**src/rtl/pcap_replay_pacer.sv**
```systemverilog
// Trace replay pacer: holds each captured packet descriptor until the time elapsed
// since the first packet reaches that packet's capture offset, then releases it.
module pcap_replay_pacer #(
  parameter int TS_WIDTH   = 64,
  parameter int LEN_WIDTH  = 16,
  parameter int NS_PER_CLK = 5,
  parameter int CNT_WIDTH  = 32
) (
  input  logic                 CLK,
  input  logic                 RESET,
  input  logic                 CTRL_START,
  input  logic                 CTRL_STOP,
  input  logic [TS_WIDTH-1:0]  IN_TS,
  input  logic [LEN_WIDTH-1:0] IN_LEN,
  input  logic                 IN_LAST,
  input  logic                 IN_VLD,
  output logic                 IN_DST_RDY,
  output logic [LEN_WIDTH-1:0] OUT_LEN,
  output logic                 OUT_VLD,
  input  logic                 OUT_DST_RDY,
  output logic                 STS_BUSY,
  output logic [CNT_WIDTH-1:0] STS_PKT_CNT,
  output logic [CNT_WIDTH-1:0] STS_LATE_CNT
);

  typedef enum logic [2:0] {
    S_IDLE  = 3'd0,
    S_FIRST = 3'd1,
    S_FETCH = 3'd2,
    S_WAIT  = 3'd3,
    S_SEND  = 3'd4
  } state_t;

  localparam logic [TS_WIDTH:0] STEP = (TS_WIDTH+1)'(NS_PER_CLK);

  state_t                 state_r, next_state_s;
  logic [TS_WIDTH-1:0]    elapsed_r, base_r, target_r, target_s;
  logic [TS_WIDTH:0]      elapsed_sum_s;
  logic [LEN_WIDTH-1:0]   len_r;
  logic                   last_r, stop_pending_r;
  logic [CNT_WIDTH-1:0]   pkt_cnt_r, late_cnt_r;
  logic                   in_xfer_s, out_xfer_s, accept_s;

  assign in_xfer_s     = IN_VLD & IN_DST_RDY;
  assign out_xfer_s    = OUT_VLD & OUT_DST_RDY;
  // a stop in the accept cycle still consumes the descriptor but throws it away
  assign accept_s      = in_xfer_s & ~CTRL_STOP;
  assign elapsed_sum_s = {1'b0, elapsed_r} + STEP;

  // Relative capture offset of the incoming descriptor, clamped at zero
  always_comb begin
    target_s = '0;
    if (IN_TS < base_r) begin
      target_s = '0;
    end else begin
      target_s = IN_TS - base_r;
    end
  end

  // State register
  always_ff @(posedge CLK) begin
    if (RESET) begin
      state_r <= S_IDLE;
    end else begin
      state_r <= next_state_s;
    end
  end

  // Next-state decode
  always_comb begin
    next_state_s = state_r;
    case (state_r)
      S_IDLE: begin
        if (CTRL_START && !CTRL_STOP) next_state_s = S_FIRST;
        else                          next_state_s = S_IDLE;
      end
      S_FIRST: begin
        if (CTRL_STOP)      next_state_s = S_IDLE;
        else if (in_xfer_s) next_state_s = S_SEND;
        else                next_state_s = S_FIRST;
      end
      S_FETCH: begin
        if (CTRL_STOP)                 next_state_s = S_IDLE;
        else if (!in_xfer_s)           next_state_s = S_FETCH;
        else if (elapsed_r >= target_s) next_state_s = S_SEND;
        else                           next_state_s = S_WAIT;
      end
      S_WAIT: begin
        if (CTRL_STOP)                  next_state_s = S_IDLE;
        else if (elapsed_r >= target_r) next_state_s = S_SEND;
        else                            next_state_s = S_WAIT;
      end
      S_SEND: begin
        if (!out_xfer_s)                                  next_state_s = S_SEND;
        else if (last_r || stop_pending_r || CTRL_STOP)   next_state_s = S_IDLE;
        else                                              next_state_s = S_FETCH;
      end
      default: next_state_s = S_IDLE;
    endcase
  end

  // Output decode from the registered state
  always_comb begin
    IN_DST_RDY = 1'b0;
    OUT_VLD    = 1'b0;
    STS_BUSY   = 1'b1;
    case (state_r)
      S_IDLE:  STS_BUSY   = 1'b0;
      S_FIRST: IN_DST_RDY = 1'b1;
      S_FETCH: IN_DST_RDY = 1'b1;
      S_WAIT:  STS_BUSY   = 1'b1;
      S_SEND:  OUT_VLD    = 1'b1;
      default: STS_BUSY   = 1'b0;
    endcase
  end

  // Datapath: timebase, held descriptor, stop flag and statistics
  always_ff @(posedge CLK) begin
    if (RESET) begin
      elapsed_r      <= '0;
      base_r         <= '0;
      target_r       <= '0;
      len_r          <= '0;
      last_r         <= 1'b0;
      stop_pending_r <= 1'b0;
      pkt_cnt_r      <= '0;
      late_cnt_r     <= '0;
    end else begin
      if (state_r == S_FIRST && in_xfer_s) begin
        elapsed_r <= '0;
      end else if (state_r != S_IDLE) begin
        elapsed_r <= elapsed_sum_s[TS_WIDTH] ? '1 : elapsed_sum_s[TS_WIDTH-1:0];
      end

      if (state_r == S_FIRST && accept_s) begin
        base_r   <= IN_TS;
        target_r <= '0;
        len_r    <= IN_LEN;
        last_r   <= IN_LAST;
      end else if (state_r == S_FETCH && accept_s) begin
        target_r <= target_s;
        len_r    <= IN_LEN;
        last_r   <= IN_LAST;
        if (elapsed_r > target_s) late_cnt_r <= late_cnt_r + CNT_WIDTH'(1);
      end

      if (out_xfer_s) pkt_cnt_r <= pkt_cnt_r + CNT_WIDTH'(1);

      if (next_state_s == S_IDLE) begin
        stop_pending_r <= 1'b0;
      end else if (state_r == S_SEND && CTRL_STOP) begin
        stop_pending_r <= 1'b1;
      end
    end
  end

  assign OUT_LEN      = len_r;
  assign STS_PKT_CNT  = pkt_cnt_r;
  assign STS_LATE_CNT = late_cnt_r;

endmodule

```
**config.mk**
```make
export PLATFORM = sky130hd
export DESIGN_NAME = pcap_replay_pacer
export DESIGN_NICKNAME = d
export VERILOG_FILES = /design/src/rtl/pcap_replay_pacer.sv
export SDC_FILE = /design/constraint.sdc
export NUM_CORES = 1
export LEC_CHECK = 0
export ABC_AREA = 1
export CORE_ASPECT_RATIO = 0.8
export CORE_MARGIN = 4
export CORE_UTILIZATION = 33
export DETAILED_ROUTE_END_ITERATION = 10
export PLACE_DENSITY_LB_ADDON = 0.08
export SYNTH_ARGS = -nofsm -noshare
export SYNTH_HDL_FRONTEND = slang
export SYNTH_SLANG_ARGS = --single-unit
```
**constraint.sdc**
```tcl
create_clock -name CLK -period 7 [get_ports CLK]
set_input_delay 2.1 -clock CLK [delete_from_list [all_inputs] [get_ports CLK]]
set_output_delay 2.1 -clock CLK [all_outputs]
set_load 0.01 [all_outputs]
```
-- After elaboration in Yosys (flattened, before gate mapping)
Cells that the tools add are included.
- flip-flop bits (word level): 277
- latch bits: 0
- bits in writable memories: 0
- memory bits (read-only): 0
- bits of input ports: 87
- output and inout port bits: 83
- logic and storage cells: 64
- memories kept: 0
- add/sub/neg operators: 4
- multiply operators: 0
- divide/modulo/power cells: 0
- magnitude comparators: 4
- equality and inequality tests: 4
- shift operators: 0
- multiplexer cells: 20
- bitwise logic cells: 5
- reductions and logical operators: 18
- operators by type and width (cell ; count):
    $ge 64x64->1 ; 2
    $mux 64 ; 2
    $add 64x3->65 const B ; 1
    $add 32x1->32 const B ; 2
    $gt 64x64->1 ; 1
    $lt 64x64->1 ; 1
    $sub 64x64->64 ; 1
    $mux 16 ; 2
    $mux 3 ; 8
    $pmux 3 s5 ; 1
    $reduce_or 2->1 ; 4
    $eq 3x2->1 const B ; 2
    $logic_not 3->1 ; 2
    $mux 1 ; 6
    $logic_and 1x1->1 ; 5
    $reduce_or 4->1 ; 1
    $and 1x1->1 ; 3
    $eq 3x1->1 const B ; 1
    $eq 3x3->1 const B ; 1
    $reduce_and 3->1 ; 1
    $reduce_bool 3->1 ; 1
    $logic_or 1x1->1 ; 2
    $mux 2 ; 1
    $not 1->1 ; 2
    other kinds (2) ; 2

-- Longest topological paths before layout
Gate-level depths: netlist of run 1.
- depth after elaboration: 9
- depth in mapped cells: 38

-- Least setup slack after synthesis of run 1
No wires, ideal clock.
- kind: in2reg
- from: input port IN_TS[0]
- to: register late_cnt_r[21], in the netlist STS_LATE_CNT[21]
- arrival time: 5.379 ns
- setup slack: 1.506 ns
- cell stages on the path: 31
- buffers on the path: 2
- cell sequence: inv_1 -> ha_1 -> inv_1 -> fa_1 -> nand3_1 -> nand2_1 -> nand2_1 -> o211ai_2 -> nand3_1 -> nand2_1 -> nand2_1 -> nand2_1 -> nand3_1 -> nand2_2 -> buf_4 -> nand3_1 -> ha_1 -> nand2_1 -> nor2_1 -> nand2_1 -> nor4_1 -> nand2_1 -> nand2_1 -> nand2_1 -> nand2_1 -> nand2_1 -> buf_2 -> nor2_1 -> nand2_1 -> o21ai_0 -> nor2_1
- cells in the longest elaborated chain, start to end: 4
- ends and longest elaborated chain (element ; RTL line ; source):
    from (decl) ; 13 ; input logic [TS_WIDTH-1:0] IN_TS,
    $sub 64x64->64 / $lt 64x64->1 (equally long branches) ; 56, 53 ;
    $mux 64 (*) ; 53 ; if (IN_TS < base_r) begin
    $gt 64x64->1 (*) ; 144 ; if (elapsed_r > target_s) late_cnt_r <= late_cnt_r + CNT_WIDTH'(1);
    $reduce_and 3->1 (no source line) (*) ; - ;
    to (signal assigned) ; 144 ;
    to (decl) ; 41 ; logic [CNT_WIDTH-1:0] pkt_cnt_r, late_cnt_r;
Mark *: on every way between the ends. The rest lies on a longest branch, timed or not.
A chain may end at the register's enable or synchronous reset.

-- Final worst setup path of run 1
- from: input port IN_TS[0]
- to: register late_cnt_r[22], in the netlist STS_LATE_CNT[22]
Same word-level chain as after synthesis.

==> results by group, run 1 <==
Global route
  • First-pass GRT wire length: 118000 um
  • Gr usage total: 0.224
  • Largest net degree at the start of global routing: 129
  • Vias in the first global route: 20.5k
  • Gr ovfl total: 0
  • Initial antenna violation count: 0

Critical path
  • Max incr delay on CP: 0.55 ns
  • Reg-to-reg startpoint: base_r[49]
  • Crit path top cell by count: nand2_1
  • Setup crit start kind: primary input
  • Critical path class: in2reg
  • Crit-path slowest cell: o21ai_0
  • WP data required: 7.44 ns
  • Crit path max fanout: 16
  • CP Capture Type: register
  • Launch point of the worst path: IN_TS[0]
  • Crit path DAT: 6.95 ns

Routing
  • Routed wire length: 76100 um
  • WL per Instance: 18.0 um
  • Starting DRT DRC Count: 1441
  • Via count: 21.4k
  • Remaining DRCs: 0
  • Final ANT Viol Nets: 0
  • Vias per inst: 5.07
  • Drt pass-1 iters: 5

Timing
  • RSZ-0062 raised after global routing: no
  • Fmax: 154 MHz
  • Final Max Tran Viols: 0
  • Setup TNS: 0 ns
  • Slew headroom: 0.223
  • Final Cycle Share: 0.930
  • Final hold vios: 0
  • Setup violations, final: 0
  • Clk_skew: 0.0201 ns
  • Worst-Margin Slew: 1.16 ns
  • Fin crit period: 6.51 ns

Pwr
  • VDD IR max: 142 uV
  • Leak: 10.0 nW
  • Total power: 4.09 mW
  • Power per cell area: 164 nW/um^2

Floorplan
  • Total die area: 66600 um^2
  • Core Region: 61500 um^2
  • I/O pins: 170
  • Chip width: 288 um
  • Row count: 81
  • Chip height: 232 um
  • Starting Density: 0.335

CTS
  • Clock slew at reported path FFs: 0.06 ns
  • TritonCTS Buffers: 36
  • CTS tree: built
  • CTS sink cnt: 277
  • Worst skew pair latency: 0.55 ns
  • CTS max path bufs: 3
  • H-tree lvl count: 2
  • CTS Hold Bufs: 0
  • Post-CTS Setup Bufs: 0
  • Root buf cell: clkbuf_16
  • PostCTS Resize Cnt: 0

Worst hold path
  • Hold path start: base_r[5]
  • HP Class: reg2reg

Placement
  • GPL Wtd Cong: 0.969
  • Hpwl dp: 62000 um
  • Placed Cells: 4160
  • PortBufs: 169

Outcome
  • Status: complete, no violations

Job
  • # Max-Cap Violations: 0

Finish
  • Area delta synth->final: 20.7%
  • Final nets: 3651
  • Post-Layout Cell Count: 4222
  • Layout cells sized above 1: 0.0684
  • # diodes: 0

Logic synthesis
  • FF+latch count, synth: 277
  • Synth warn: 0
  • Cells after synthesis: 3156
  • Yosys cell types: 50
  • Post-synthesis sequential area ratio: 0.269
  • Synthesized area per cell: 6.54 um^2
  • Syn_nets: 3439
  • Post-Syn Area: 20600 um^2
critical path: cells and delay by family:
family                   cells  cell delay [ns]
AND/OR/NAND/NOR             18             2.15
AO/OA/AOI/OAI                2             0.74
adder cells (fa/ha/maj)      3             0.80
buffers and inverters        7             1.14
synth_stat cells, drive strengths merged:
library cell  instances  share of area
a211oi                1        0.00036
a21boi                4         0.0015
a21o                 10         0.0036
a21oi               373          0.090
a31o                  1        0.00042
a31oi                17         0.0052
and3                  8         0.0024
and3b                 1        0.00042
buf                  16         0.0045
clkbuf               63          0.011
dfxtp               277           0.27
fa                    1        0.00097
ha                  195           0.12
inv                 463          0.084
nand2               578           0.11
nand2b                1        0.00030
nand3               157          0.039
nand3b               12         0.0045
nand4                78          0.025
nor2                356          0.069
nor3                 88          0.024
nor3b                10         0.0042
nor4                 28          0.011
o211ai                9         0.0035
o21a                 12         0.0044
o21ai               266          0.065
o21bai               15         0.0055
o22ai                 1        0.00030
o31ai                 3         0.0011
or2                  27         0.0082
xnor2                24          0.010
xor2                 61          0.026
report_power, final:
part | leakage, nW | internal (mW) | switching (mW)
clock network | 0.590 | 1.15 | 0.753
logic | 7.20 | 0.218 | 0.382
registers | 2.23 | 1.58 | 0.00361
per-stage QoR:
stage / worst slack, ns / util / hold WS [ns] / instance area [um^2]
final: 0.491 / 0.405 / 0.457 / 24900
after global placement: 0.0413 / 0.385 / 0.444 / 23700
after floorplan: 1.51 / - / 0.433 / 20600
after detailed placement: 0.0106 / 0.385 / 0.452 / 23700
after CTS: 0.565 / 0.405 / 0.460 / 24900
after global routing: 0.0537 / 0.405 / 0.470 / 24900
flip-flops by register name, indices dropped and copies added (netlist names):
| name | count |
|---|---|
| target_r | 64 |
| STS_PKT_CNT | 32 |
| last_r | 1 |
| elapsed_r | 64 |
| stop_pending_r | 1 |
| STS_LATE_CNT | 32 |
| state_r | 3 |
| OUT_LEN | 16 |
| base_r | 64 |
path summary, 6_finish.rpt:
| kind | end | depth (start not counted) | slack [ns] |
|---|---|---|---|
| max | STS_LATE_CNT[22] | 30 | 0.49 |
| min reg2reg | base_r[5] | 2 | 0.46 |
| max reg2reg | STS_LATE_CNT[22] | 26 | 2.21 |
| min | base_r[5] | 2 | 0.46 |
cell families (layout without fill, tap and decap cells):
family | after synthesis | count (layout) | share of synthesized area
AOI/OAI and AO/OA | 712 | 712 | 0.181
and+or+nand+nor | 1344 | 1344 | 0.295
buffers and inverters | 542 | 778 | 0.100
adders and majority gates | 196 | 196 | 0.119
xor gates and xnor gates | 85 | 85 | 0.0361
DFF | 277 | 277 | 0.269
layer usage:
layer | up-vias | track usage | wire length (um)
met1 | 9881 | 0.337 | 38600
met4 | 0 | 0.0563 | 1800
li1 | 10902 | - | -
met5 | - | 0 | 0
met3 | 100 | 0.0320 | 4200
met2 | 532 | 0.331 | 31500
area by class of cell:
| type | instances | area, um^2 |
|---|---|---|
| inverters | 463 | 1740 |
| repair buffers | 253 | 2360 |
| fillers | 6553 | 36600 |
| clock buffers | 54 | 1090 |
| flip-flops and latches | 277 | 5550 |
| multi-input cells | 2337 | 13000 |
| clock inverters | 8 | 105 |
| well taps | 830 | 1040 |
cell usage in the layout (no fill, tap or decap), types with 16 or more instances in the layout:
cell type	instances
xor2_1	61
inv_2	16
dfxtp_1	277
xnor2_1	24
nor4_1	22
nand3_1	156
nor3_1	81
or2_2	26
ha_1	195
clkbuf_16	38
buf_4	81
a31oi_1	17
inv_1	446
o21ai_0	256
nor2_1	339
clkdlybuf4s50_1	169
nand4_1	75
nand2_1	565
a21oi_1	373
No activity file was read; power rests on OpenSTA's default activity.
==> run 2, diff against run 1 <==
--- a/config.mk
+++ b/config.mk
@@ -14,3 +14,4 @@
 export SYNTH_ARGS = -nofsm -noshare
 export SYNTH_HDL_FRONTEND = slang
 export SYNTH_SLANG_ARGS = --single-unit
+export TNS_END_PERCENT = 5
==> results of run 2 <==
Final layout, timing and power as in run 1 (identical DEF).
